$ cat config.mk
export PLATFORM = sky130hd
export DESIGN_NAME = i2c_target
export DESIGN_NICKNAME = d
export VERILOG_FILES = /design/src/rtl/i2c_target.sv
export SDC_FILE = /design/constraint.sdc
export NUM_CORES = 1
export LEC_CHECK = 0
export ABC_CLOCK_PERIOD_IN_PS = 1650
export CAP_MARGIN = 20
export CORE_MARGIN = 4
export CORE_UTILIZATION = 51
export CTS_CLUSTER_DIAMETER = 60
export DETAILED_ROUTE_END_ITERATION = 7
export HOLD_SLACK_MARGIN = 0.08
export PLACE_DENSITY_LB_ADDON = 0.15
export SETUP_SLACK_MARGIN = 0.2
export SLEW_MARGIN = 20
export SYNTH_ARGS = -nofsm -noshare
export SYNTH_HDL_FRONTEND = slang
export SYNTH_SLANG_ARGS = --single-unit
$ cat constraint.sdc
create_clock -name clk_i -period 1.65 [get_ports clk_i]
set_clock_uncertainty 0.15 [all_clocks]
set_input_delay 0.165 -clock clk_i [delete_from_list [all_inputs] [get_ports clk_i]]
set_output_delay 0.165 -clock clk_i [all_outputs]
set_load 0.05 [all_outputs]
$ cat src/rtl/i2c_target.sv
// I2C target engine: oversampled, glitch-filtered SCL/SDA, START/STOP detect,
// 7-bit address match, ACKed write delivery and byte-at-a-time read serving.
module i2c_target #(
  parameter logic [6:0] DEVICE_ADDR = 7'h75,
  parameter int         FILTER_LEN  = 4
) (
  input  logic       clk_i,
  input  logic       srst_i,
  input  logic       scl_i,
  input  logic       sda_i,
  output logic       sda_oe_o,
  output logic [7:0] rx_data_o,
  output logic       rx_valid_o,
  output logic       rx_first_o,
  output logic       tx_req_o,
  input  logic [7:0] tx_data_i,
  output logic       start_o,
  output logic       stop_o,
  output logic       sel_o
);

  localparam logic [3:0] CNT_MAX = 4'(FILTER_LEN - 1);

  typedef enum logic [2:0] {
    IDLE, ADDR, ADDR_ACK, RX_BYTE, RX_ACK, TX_BYTE, TX_ACK, WAIT_STOP
  } state_t;

  logic [1:0] scl_sync_q, scl_sync_d, sda_sync_q, sda_sync_d;
  logic [3:0] scl_cnt_q, scl_cnt_d, sda_cnt_q, sda_cnt_d;
  logic       scl_f_q, scl_f_d, sda_f_q, sda_f_d;
  logic       scl_p_q, sda_p_q;

  state_t     state_q, state_d;
  logic [3:0] bit_cnt_q, bit_cnt_d;
  logic [7:0] shift_q, shift_d, tx_shift_q, tx_shift_d;
  logic [7:0] rx_data_q, rx_data_d;
  logic       rw_q, rw_d, first_q, first_d, ack_on_q, ack_on_d;
  logic       sda_oe_q, sda_oe_d, sel_q, sel_d;
  logic       rx_valid_q, rx_valid_d, rx_first_q, rx_first_d;
  logic       start_q, start_d, stop_q, stop_d;
  logic       tx_req;

  logic       scl_rise, scl_fall, start_det, stop_det;
  logic [7:0] rx_byte;

  // A level is accepted only after FILTER_LEN consecutive differing samples.
  always_comb begin
    scl_sync_d = {scl_sync_q[0], scl_i};
    sda_sync_d = {sda_sync_q[0], sda_i};
    scl_cnt_d  = '0;
    sda_cnt_d  = '0;
    scl_f_d    = scl_f_q;
    sda_f_d    = sda_f_q;
    if (scl_sync_q[1] != scl_f_q) begin
      if (scl_cnt_q == CNT_MAX) scl_f_d = scl_sync_q[1];
      else                      scl_cnt_d = scl_cnt_q + 4'd1;
    end
    if (sda_sync_q[1] != sda_f_q) begin
      if (sda_cnt_q == CNT_MAX) sda_f_d = sda_sync_q[1];
      else                      sda_cnt_d = sda_cnt_q + 4'd1;
    end
  end

  assign scl_rise  = scl_f_q & ~scl_p_q;
  assign scl_fall  = ~scl_f_q & scl_p_q;
  assign start_det = scl_f_q & scl_p_q & sda_p_q & ~sda_f_q;
  assign stop_det  = scl_f_q & scl_p_q & ~sda_p_q & sda_f_q;
  assign rx_byte   = {shift_q[6:0], sda_f_q};

  always_comb begin
    state_d    = state_q;
    bit_cnt_d  = bit_cnt_q;
    shift_d    = shift_q;
    tx_shift_d = tx_shift_q;
    rx_data_d  = rx_data_q;
    rw_d       = rw_q;
    first_d    = first_q;
    ack_on_d   = ack_on_q;
    sda_oe_d   = sda_oe_q;
    sel_d      = sel_q;
    rx_valid_d = 1'b0;
    rx_first_d = 1'b0;
    start_d    = 1'b0;
    stop_d     = 1'b0;
    tx_req     = 1'b0;

    if (start_det) begin
      state_d   = ADDR;
      bit_cnt_d = '0;
      first_d   = 1'b1;
      ack_on_d  = 1'b0;
      sda_oe_d  = 1'b0;
      sel_d     = 1'b0;
      start_d   = 1'b1;
    end else if (stop_det) begin
      state_d  = IDLE;
      ack_on_d = 1'b0;
      sda_oe_d = 1'b0;
      sel_d    = 1'b0;
      stop_d   = 1'b1;
    end else begin
      case (state_q)
        IDLE: sda_oe_d = 1'b0;
        ADDR: begin
          if (scl_rise) begin
            shift_d   = rx_byte;
            bit_cnt_d = bit_cnt_q + 4'd1;
            if (bit_cnt_q == 4'd7) begin
              bit_cnt_d = '0;
              ack_on_d  = 1'b0;
              // Address 0 (general call) is deliberately never matched.
              if (rx_byte[7:1] == DEVICE_ADDR && rx_byte[7:1] != 7'd0) begin
                rw_d    = rx_byte[0];
                state_d = ADDR_ACK;
              end else begin
                state_d = WAIT_STOP;
              end
            end
          end
        end
        ADDR_ACK, RX_ACK: begin
          if (scl_fall) begin
            if (!ack_on_q) begin
              sda_oe_d = 1'b1;
              ack_on_d = 1'b1;
              if (state_q == ADDR_ACK) sel_d = 1'b1;
            end else begin
              ack_on_d  = 1'b0;
              bit_cnt_d = '0;
              if (state_q == ADDR_ACK && rw_q) begin
                tx_req     = 1'b1;
                sda_oe_d   = ~tx_data_i[7];
                tx_shift_d = {tx_data_i[6:0], 1'b0};
                bit_cnt_d  = 4'd1;
                state_d    = TX_BYTE;
              end else begin
                sda_oe_d = 1'b0;
                state_d  = RX_BYTE;
              end
            end
          end
        end
        RX_BYTE: begin
          if (scl_rise) begin
            shift_d   = rx_byte;
            bit_cnt_d = bit_cnt_q + 4'd1;
            if (bit_cnt_q == 4'd7) begin
              rx_data_d  = rx_byte;
              rx_valid_d = 1'b1;
              rx_first_d = first_q;
              first_d    = 1'b0;
              bit_cnt_d  = '0;
              ack_on_d   = 1'b0;
              state_d    = RX_ACK;
            end
          end
        end
        TX_BYTE: begin
          // bit_cnt counts bits already presented; MSB went out at load time.
          if (scl_fall) begin
            if (bit_cnt_q == 4'd8) begin
              sda_oe_d = 1'b0;
              ack_on_d = 1'b0;
              state_d  = TX_ACK;
            end else begin
              sda_oe_d   = ~tx_shift_q[7];
              tx_shift_d = {tx_shift_q[6:0], 1'b0};
              bit_cnt_d  = bit_cnt_q + 4'd1;
            end
          end
        end
        TX_ACK: begin
          if (scl_rise) begin
            if (!sda_f_q) begin
              ack_on_d = 1'b1;
            end else begin
              sda_oe_d = 1'b0;
              state_d  = WAIT_STOP;
            end
          end else if (scl_fall && ack_on_q) begin
            tx_req     = 1'b1;
            sda_oe_d   = ~tx_data_i[7];
            tx_shift_d = {tx_data_i[6:0], 1'b0};
            bit_cnt_d  = 4'd1;
            ack_on_d   = 1'b0;
            state_d    = TX_BYTE;
          end
        end
        WAIT_STOP: sda_oe_d = 1'b0;
        default:   state_d = IDLE;
      endcase
    end
  end

  always_ff @(posedge clk_i) begin
    if (srst_i) begin
      scl_sync_q <= 2'b11;
      sda_sync_q <= 2'b11;
      scl_cnt_q  <= '0;
      sda_cnt_q  <= '0;
      scl_f_q    <= 1'b1;
      sda_f_q    <= 1'b1;
      scl_p_q    <= 1'b1;
      sda_p_q    <= 1'b1;
      state_q    <= IDLE;
      bit_cnt_q  <= '0;
      shift_q    <= '0;
      tx_shift_q <= '0;
      rx_data_q  <= '0;
      rw_q       <= 1'b0;
      first_q    <= 1'b0;
      ack_on_q   <= 1'b0;
      sda_oe_q   <= 1'b0;
      sel_q      <= 1'b0;
      rx_valid_q <= 1'b0;
      rx_first_q <= 1'b0;
      start_q    <= 1'b0;
      stop_q     <= 1'b0;
    end else begin
      scl_sync_q <= scl_sync_d;
      sda_sync_q <= sda_sync_d;
      scl_cnt_q  <= scl_cnt_d;
      sda_cnt_q  <= sda_cnt_d;
      scl_f_q    <= scl_f_d;
      sda_f_q    <= sda_f_d;
      scl_p_q    <= scl_f_q;
      sda_p_q    <= sda_f_q;
      state_q    <= state_d;
      bit_cnt_q  <= bit_cnt_d;
      shift_q    <= shift_d;
      tx_shift_q <= tx_shift_d;
      rx_data_q  <= rx_data_d;
      rw_q       <= rw_d;
      first_q    <= first_d;
      ack_on_q   <= ack_on_d;
      sda_oe_q   <= sda_oe_d;
      sel_q      <= sel_d;
      rx_valid_q <= rx_valid_d;
      rx_first_q <= rx_first_d;
      start_q    <= start_d;
      stop_q     <= stop_d;
    end
  end

  assign sda_oe_o   = sda_oe_q;
  assign rx_data_o  = rx_data_q;
  assign rx_valid_o = rx_valid_q;
  assign rx_first_o = rx_first_q;
  assign tx_req_o   = tx_req & ~srst_i;
  assign start_o    = start_q;
  assign stop_o     = stop_q;
  assign sel_o      = sel_q;

endmodule

==> impl_results.md <==
- First-pass GRT wire length: 12600 µm
- Post-synth top area share: 41.7%
- DIE AREA: 6290 µm²
- Storage element area: 1110 µm²
- Yosys cell types: 52
- Iteration-0 DRC Markers: 253
- Critical path endpoint category: flop
- Number of global-route vias before repair: 2580
- Top Ports: 27
- CP max stage delay: 0.38 ns
- P&R area growth vs syn: 60.7%
- Synth warn: 0
- Number of setup violations in the final report: 26
- Worst-path fanout max: 8
- Required @ worst endpoint: 1.74 ns
- P_leak: 1.84 nW
- Sequential fraction of the synthesis area: 41.7%
- Initial Util: 53.8%
- Fin area: 4170 µm²
- Gate Count Post-Synth: 294
- Crit-path cells: buf_8 > nand3b_1 > nor2_2 > a21oi_4 > buf_12 > a21bo_2 > a21oi_1
- Post-CTS Hold Buffers: 0
- Initial antenna violation count: 0
- Max Fclk: 536 MHz
- Fillers: 246
- Max clock buf depth: 2
- Dpl cells: 431
- Max Cap Viol: 0
- Final Non-Filler Cells: 460
- # rows: 25
- Largest cells by area after synthesis: dfxtp_1 (42%), mux2i_1 (7.0%), nor2_1 (4.6%), a21oi_1 (4.1%), nand2_1 (4.1%)
- DP Wirelength: 4670 µm
- Die W: 79.3 µm
- Area of the multi-input gates: 1830 µm²
- Critical path's slowest cell: dfxtp_4
- Synth cell count leaders: dfxtp_1 (54), nor2_1 (32), nand2_1 (28), a21oi_1 (21), mux2i_1 (18)
- Worst-margin pin slew: 0.476 ns
- Ys flop type: dfxtp_1
- Nets: 408
- Final setup margin: -0.215 ns
- Detailed-route DRC error count: 0
- Post-synthesis area per instance: 8.81 µm²
- Total CTS buffers: 5
- P per Cell Area: 1250 nW/µm²
- Drt via density: 5.97
- Routed len/inst: 18.7 µm
- CTS root buffer: clkbuf_8
- Worst-Skew Late Latency: 0.32 ns
- Total grt overflow: 0
- Total track usage: 25.5%
- Final hold vios: 0
- Slew headroom: 67.9%
- Final core utilization: 86.5%
- Final WL: 8600 µm
- CTS tree: done
- Clock slew at reported path FFs: 0.10 ns
- Num Clock Sinks: 54
- Placer Congestion: 0.849
- Status: complete, but fails checks
- Tmin final: 1.87 ns
- Post-Syn Nets: 310
- RSZ-0062 raised after global routing: yes
- Worst EP arrival: 1.95 ns
- Pwr Total: 0.00522 W
- Antenna diodes: 0
- Pre-Repair DR Iteration Count: 6
- Syn Std Cell Area: 2590 µm²
- Startpoint Class: flop
- Max-slew violations: 0
- Ys async rst share: 0%
- PortBufs: 26
- Via count: 2744
- Hold Crit Class: input pin to flop
- H-tree Lvls: 2
- Number of synthesized register bits: 54
- Post-synth EDFFs: 0
- Die height: 79.3 µm
- Core box area: 4820 µm²
- Cell taking the most area after synthesis: dfxtp_1
- Failing checks: setup timing
- Most numerous cell in the Yosys netlist: dfxtp_1
- Cell Area, Placed: 3430 µm²
- Layout cell share with drive strength beyond 1: 52.4%
- Setup CP Type: flop to flop
- Part of the cycle the worst path needs: 113%
- Largest net degree at the start of global routing: 18
- Maximum VDD drop: 810 µV
- Final ANT Viol Nets: 0
-- registers in the layout (all words and copies together), names as in the netlist, 2 cells and up --
signal,cells
tx_shift_q,7
state_q,3
shift_q,7
sda_sync_q,2
sda_cnt_q,4
rx_data_o,8
scl_cnt_q,4
bit_cnt_q,4
scl_sync_q,2
-- power by group --
group | leakage [nW] | internal [W] | switching [W]
Clock | 0.0618 | 0.000500 | 0.000472
Sequential | 0.443 | 0.00141 | 0.000127
Combinational | 1.33 | 0.00139 | 0.00132
-- area by class of cell --
class,instances,area share (%)
Clock buffer,6,1.98
Inverter,6,0.541
Clock inverter,2,0.931
Multi-Input combinational cell,216,44.0
Tap cell,67,2.01
Timing Repair Buffer,109,23.8
Sequential cell,54,26.7
-- path summary, 6_finish.rpt --
kind	start	endpoint	slack, ns	cells after the start
worst min-delay path	sda_i	sda_sync_q[0]	0.26	2
worst min register to register	scl_cnt_q[0]	scl_cnt_q[0]	0.30	1
worst max register to register	state_q[1]	tx_shift_q[1]	-0.22	7
worst max-delay path	state_q[1]	tx_shift_q[1]	-0.22	7
-- routing by layer --
metal / share of wire (%) / global-route usage [%] / vias to the layer above
li1: - / - / 1256
met1: 41 / 32.3 / 1297
met2: 48 / 43.4 / 164
met3: 7.5 / 4.99 / 27
met4: 2.9 / 8.08 / 0
met5: 0 / 0 / -
-- layout by cell type, fill, tap and decap left out, types with 7 or more instances in the layout --
| cell type | synthesis | layout |
|---|---|---|
| nand3_1 | 10 | 8 |
| nand2_4 | 0 | 10 |
| buf_4 | 9 | 79 |
| nor2_1 | 32 | 22 |
| dfxtp_2 | 0 | 8 |
| clkdlybuf4s50_1 | 0 | 11 |
| dfxtp_1 | 54 | 40 |
| mux2i_1 | 18 | 18 |
| buf_6 | 0 | 11 |
| a21oi_1 | 21 | 7 |
| nand2_1 | 28 | 17 |
| a21oi_2 | 1 | 13 |
-- stage by stage --
| stage | setup slack, ns | TNS (ns) | hold slack (ns) |
|---|---|---|---|
| final | -0.215 | -2.64 | 0.256 |
| after global routing | -0.279 | -4.62 | 0.252 |
| after floorplan | -0.00581 | -0.0124 | 0.119 |
| after detailed placement | -0.178 | -2.36 | 0.278 |
| after global placement | -0.155 | -1.80 | 0.276 |
| after CTS | -0.158 | -1.25 | 0.251 |
-- cell families (layout without fill, tap and decap cells) --
| family | after synthesis | in the layout | synth area share [%] |
|---|---|---|---|
| AND/OR/NAND/NOR | 123 | 124 | 25.2 |
| AO/OA/AOI/OAI | 62 | 62 | 16.3 |
| flip-flops | 54 | 54 | 41.7 |
| buffers and inverters | 25 | 123 | 5.21 |
| multiplexers | 18 | 18 | 6.95 |
| XOR/XNOR | 8 | 8 | 2.70 |
| adder cells (fa/ha/maj) | 4 | 4 | 1.93 |
-- repair_timing --
item,CTS,global route
resized for setup,37,69
pin swaps,11,29
buffers inserted,14,5
gates cloned,1,1
endpoints found under the setup margin,32,46
-- critical path: cells and delay by family, from the launching register on --
family,cells,cell delay (ns)
and+or+nand+nor,2,0.51
buffers and inverters,2,0.29
AOI/OAI and AO/OA,3,0.44
DFF,1,0.38
Power figures use the tool's default switching activity.
